## src/rtl/mdu_iter_divider.sv

```systemverilog
// Radix-2 restoring divider returning {remainder, quotient} for signed or unsigned operands.
// Latency: 33 busy cycles after the accept edge; the result is valid on the rising edge of done.
// Backpressure: requests are taken only while idle (done=1); requests made while busy are dropped.
module mdu_iter_divider #(
  parameter int WIDTH = 32
) (
  input  logic                 clk,
  input  logic                 rst,
  input  logic [1:0]           div_op,
  input  logic [WIDTH-1:0]     dividend,
  input  logic [WIDTH-1:0]     divisor,
  output logic [2*WIDTH-1:0]   result,
  output logic                 done
);

  localparam int CW = $clog2(WIDTH);

  typedef enum logic [1:0] {IDLE, CALC, FIXUP} state_t;

  state_t           state, state_nxt;
  logic             accept;
  logic [CW-1:0]    cnt;
  logic             sgn_mode, sign_q, sign_r, div_zero;
  logic [WIDTH-1:0] dvd_raw, dvs, quo, rem;
  logic [WIDTH:0]   r_sh, diff;
  logic [WIDTH-1:0] q_fix, r_fix;

  function automatic logic [WIDTH-1:0] mag(input logic [WIDTH-1:0] x, input logic s);
    return (s && x[WIDTH-1]) ? -x : x;
  endfunction

  always_ff @(posedge clk) begin
    if (rst) state <= IDLE;
    else     state <= state_nxt;
  end

  always_comb begin
    state_nxt = state;
    accept    = 1'b0;
    case (state)
      IDLE: begin
        if (div_op != 2'b00) begin
          accept    = 1'b1;
          state_nxt = CALC;
        end
      end
      CALC:    if (cnt == CW'(WIDTH-1)) state_nxt = FIXUP;
      FIXUP:   state_nxt = IDLE;
      default: state_nxt = IDLE;
    endcase
  end

  assign done = (state == IDLE);

  // Shift the next dividend bit into the partial remainder; a set sign bit on
  // the trial difference means the subtraction underflowed and R is kept.
  assign r_sh = {rem, quo[WIDTH-1]};
  assign diff = r_sh - {1'b0, dvs};

  assign q_fix = (sgn_mode && sign_q) ? -quo : quo;
  assign r_fix = (sgn_mode && sign_r) ? -rem : rem;

  always_ff @(posedge clk) begin
    if (rst) begin
      result   <= '0;
      cnt      <= '0;
      sgn_mode <= 1'b0;
      sign_q   <= 1'b0;
      sign_r   <= 1'b0;
      div_zero <= 1'b0;
      dvd_raw  <= '0;
      dvs      <= '0;
      quo      <= '0;
      rem      <= '0;
    end else begin
      case (state)
        IDLE: begin
          if (accept) begin
            sgn_mode <= div_op[1];
            sign_q   <= dividend[WIDTH-1] ^ divisor[WIDTH-1];
            sign_r   <= dividend[WIDTH-1];
            div_zero <= (divisor == '0);
            dvd_raw  <= dividend;
            quo      <= mag(dividend, div_op[1]);
            dvs      <= mag(divisor, div_op[1]);
            rem      <= '0;
            cnt      <= '0;
          end
        end
        CALC: begin
          rem <= diff[WIDTH] ? r_sh[WIDTH-1:0] : diff[WIDTH-1:0];
          quo <= {quo[WIDTH-2:0], ~diff[WIDTH]};
          cnt <= cnt + CW'(1);
        end
        FIXUP: begin
          // Divide by zero reports the untouched dividend, independent of mode.
          if (div_zero) result <= {dvd_raw, {WIDTH{1'b1}}};
          else          result <= {r_fix, q_fix};
        end
        default: ;
      endcase
    end
  end

endmodule

```

## config.mk

```make
export PLATFORM = sky130hd
export DESIGN_NAME = mdu_iter_divider
export DESIGN_NICKNAME = d
export VERILOG_FILES = /design/src/rtl/mdu_iter_divider.sv
export SDC_FILE = /design/constraint.sdc
export NUM_CORES = 1
export LEC_CHECK = 0
export BUFFER_PORTS_ARGS = -buffer_cell sky130_fd_sc_hd__buf_2
export CORE_AREA = 4 4 157 159
export DETAILED_ROUTE_END_ITERATION = 6
export DIE_AREA = 0 0 161 163
export GPL_ROUTABILITY_DRIVEN = 0
export GPL_TIMING_DRIVEN = 0
export PLACE_DENSITY = 0.83
export RECOVER_POWER = 50
export SETUP_SLACK_MARGIN = 0.02
export SYNTH_ARGS = -nofsm -noshare
export SYNTH_HDL_FRONTEND = slang
export SYNTH_SLANG_ARGS = --single-unit
```

## constraint.sdc

```tcl
create_clock -name clk -period 2.9 [get_ports clk]
set_clock_uncertainty 0.1 [all_clocks]
set_input_delay 0.145 -clock clk [delete_from_list [all_inputs] [get_ports clk]]
set_output_delay 0.145 -clock clk [all_outputs]
set_load 0.005 [all_outputs]
```

==> results.tsv <==
metric	value	unit
status	finished with violations	
violations	setup timing	
die_height	163	µm
grt_pass1_wl	72100	µm
setup_slack	-240.0	ps
rsz0062_at_grt	true	
peakVddDrop	0.4953	mV
gr-total-overflow	0	
cts_buffer_depth	3	
mappedNetlistArea	12430	µm²
io_pins	133	
rows	56	
final_cell_count_no_fill	2241	
grt_use_met2	52.57	%
syn-num-nets	1770	
grt.total_usage	33.59	%
clock_sinks	202	
cpMaxStageDelayCell	dfxtp_1	
grt_pass1_vias	13570	
antenna_found_initial	3	
hpwlAfterDp	31730	µm
top_usage_layer	met2	
critPathArrivalTime	3450	ps
crit_type	flop to flop	
post-route-period-util	108.3	%
power.leakage	5.787	nW
port_buffers	130	
start_util	53.42	%
yosys.area.top_type	dfxtp_1	
end_kind	flop	
via_count	14480	
first_pass_iters	7	
tightest_slew	1281	ps
max_freq	318.5	MHz
crit_fanout	4	
grt_use_met3	6.910	%
cts.clk_slew.worst_paths	70	ps
drt-initial-drc-count	1964	
p_clk_share	41.1	%
die_w	161	µm
core	23260	µm²
dp_worst_setup_slack	-505.2	ps
grt_use_met1	42.77	%
grt_max_degree	14	
synthCells	1663	
routed_via_density	6.463	
synth_area_leaders	dfxtp_1 (33%), nand2_1 (8.1%), a21oi_1 (6.5%), xnor2_1 (5.1%), nor2_1 (4.5%)	
cpMostUsedCell	o21a_1	
routed_wl	47160	µm
avgSynthCellArea	7.473	µm²
wl_per_cell	21.04	µm
layout_commonest_cell	nand2_1	
multiInputGateArea	8054	µm²
setup_viol	39	
final_nets	2008	
swShare	30.23	%
max-slew-margin-rel	13.82	%
cts_buffers	23	
final.min_clock_period	3140	ps
ys_seq_area_share	32.54	%
antenna_left	0	
ys_ff_latch	202	
drive_gt1_share	12.83	%
yosysUniqueCellTypes	78	
max_stage_delay	540	ps
synth_edf_count	0	
required	3210	ps
slew_violations	0	
startpoint_type	flop	
dp.cells	2112	
dpl-instance-area	13510	µm²
root_buffer	clkbuf_16	
regArea	4078	µm²
yosysWarnings	0	
p_switching	2.326	mW
synth_top_area_share	32.54	%
max_cap_violations	0	
worst_hold_slack	45.86	ps
final_cell_mix	nand2_1 (265), dfxtp_1 (187), a21oi_1 (155)	
intPower	5.368	mW
cts_tree	built	
die_area	26240	µm²
clk_latency	520	ps
remaining_drc_errors	0	
comb_power_share	19.4	%
hold_class	input pin to flop	
design_area	15470	µm²
cp_cell_sequence	inv_1, ha_1, nor2b_1, o2111ai_1, a31oi_2, o211ai_1, a311oi_2, o21a_1, o21a_1, a211o_1	
finalHoldViolations	0	
synth_flop_cell	dfxtp_1	
h-tree-depth	1	
synthToLayoutAreaGrowth	24.53	%
power_density	497.2	nW/µm²
power_frac_seq	39.5	%
nFillCells	1869	
async_flop_share	0	%
==> timing repair <==
| action | 4_1_cts | 5_1_grt |
|---|---|---|
| hold endpoints to repair | 91 | 0 |
| gates resized for setup | 48 | 68 |
| setup endpoints to repair | 40 | 64 |
| buffers inserted | 12 | 8 |
| pin swaps | 8 | 16 |
| cloned | 0 | 2 |
| hold buffers | 65 | 0 |
==> kinds of logic (layout without fill, tap and decap cells) <==
logic type                 after synthesis  in the layout  share of synthesized area (%)
AOI/OAI and AO/OA                      494            494                          25.16
xor gates and xnor gates               119            119                          8.387
adders and majority gates               39             39                          3.987
buffers and inverters                  168            422                          5.246
DFF                                    202            202                          32.54
muxes                                   23             23                          1.893
other                                    0              5                              0
and+or+nand+nor                        618            618                          22.78
==> critical path, delay by kind of cell (launching register included) <==
| kind | cells | cell delay [ps] |
|---|---|---|
| compound gates | 7 | 1860 |
| flops | 1 | 540 |
| fa+ha+maj | 1 | 290 |
| simple gates | 1 | 140 |
| buf+inv | 1 | 90 |
==> state kept, by name, indices dropped and copies added, names as in the netlist <==
| name | count |
|---|---|
| result | 64 |
| dvs | 32 |
| quo | 32 |
| rem | 32 |
| dvd_raw | 31 |
| cnt | 5 |
| state | 2 |
| div_zero | 1 |
| sgn_mode | 1 |
| sign_q | 1 |
| sign_r | 1 |
==> cell usage after synthesis, types with 3 or more instances <==
| master | number |
|---|---|
| or3_1 | 24 |
| a31oi_1 | 14 |
| or4_1 | 8 |
| buf_1 | 7 |
| ha_1 | 38 |
| a211oi_1 | 48 |
| a22oi_1 | 30 |
| nand3b_1 | 4 |
| and2_1 | 7 |
| nand4_1 | 10 |
| mux2i_1 | 19 |
| nand3_1 | 33 |
| inv_1 | 62 |
| nor3_1 | 53 |
| o41ai_1 | 8 |
| xor2_1 | 47 |
| o21bai_1 | 3 |
| o21a_1 | 8 |
| and3_1 | 6 |
| a311oi_1 | 15 |
| o21ai_1 | 21 |
| o31ai_1 | 21 |
| a21oi_1 | 162 |
| nand2_1 | 267 |
| or2_2 | 7 |
| a41oi_1 | 3 |
| o211ai_1 | 17 |
| and4_1 | 3 |
| clkbuf_1 | 91 |
| xnor2_1 | 72 |
| o311ai_0 | 4 |
| nand2b_1 | 12 |
| o21ai_0 | 88 |
| nand4b_1 | 4 |
| nor4_1 | 10 |
| buf_2 | 5 |
| a21o_1 | 20 |
| a2bb2oi_1 | 4 |
| nor2_1 | 148 |
| mux2_2 | 4 |
| nor2b_1 | 7 |
| dfxtp_1 | 202 |
==> power by group through the flow <==
| stage | registers, mW | logic, mW | clock network [mW] |
|---|---|---|---|
| 2_1_floorplan | 3.05 | 0.885 | 0 |
| 3_3_place_gp | 3.08 | 1.21 | 0 |
| 3_5_place_dp | 3.09 | 1.25 | 0 |
| 4_1_cts | 3.03 | 1.36 | 3.13 |
| 5_1_grt | 3.05 | 1.58 | 3.26 |
| 6_report | 3.04 | 1.49 | 3.16 |
==> area by class of cell <==
class / instances / share of cell area (%)
Multi-Input combinational cell: 1293 / 52.05
Timing Repair Buffer: 217 / 9.258
Inverter: 62 / 1.520
Buffer: 102 / 2.895
Sequential cell: 202 / 26.35
Tap cell: 319 / 2.579
Antenna cell: 5 / 0.08085
Clock buffer: 29 / 4.124
Clock inverter: 12 / 1.148
==> layer usage <==
layer  share of wire (%)  wire length (µm)  vias up
met5               0.025                12        -
met3                  12              5694      322
li1                    -                 -     6374
met4                 7.7              3641        2
met2                  43             20510     1197
met1                  37             17300     6589
==> path summary, 6_finish.rpt <==
check	endpoint	depth (start not counted)	from	slack, ps
min	sgn_mode$_SDFFE_PP0P_	3	div_op[1]	50
max	rem[25]$_SDFFE_PP0P_	10	dvs[1]$_SDFFE_PP0P_	-240
min reg2reg	result[47]$_SDFFE_PP0N_	2	result[47]$_SDFFE_PP0N_	360
max reg2reg	rem[25]$_SDFFE_PP0P_	10	dvs[1]$_SDFFE_PP0P_	-240
==> stage by stage <==
stage               utilization (%)  setup TNS [ps]  power [mW]
finish                        66.52           -4844       7.694
global route                  66.49           -9466       7.896
CTS                           65.46           -1788       7.527
detailed placement            58.07          -14310       4.334
global placement              58.07          -11600       4.291
floorplan                         -               0       3.932
Power figures use the tool's default switching activity.
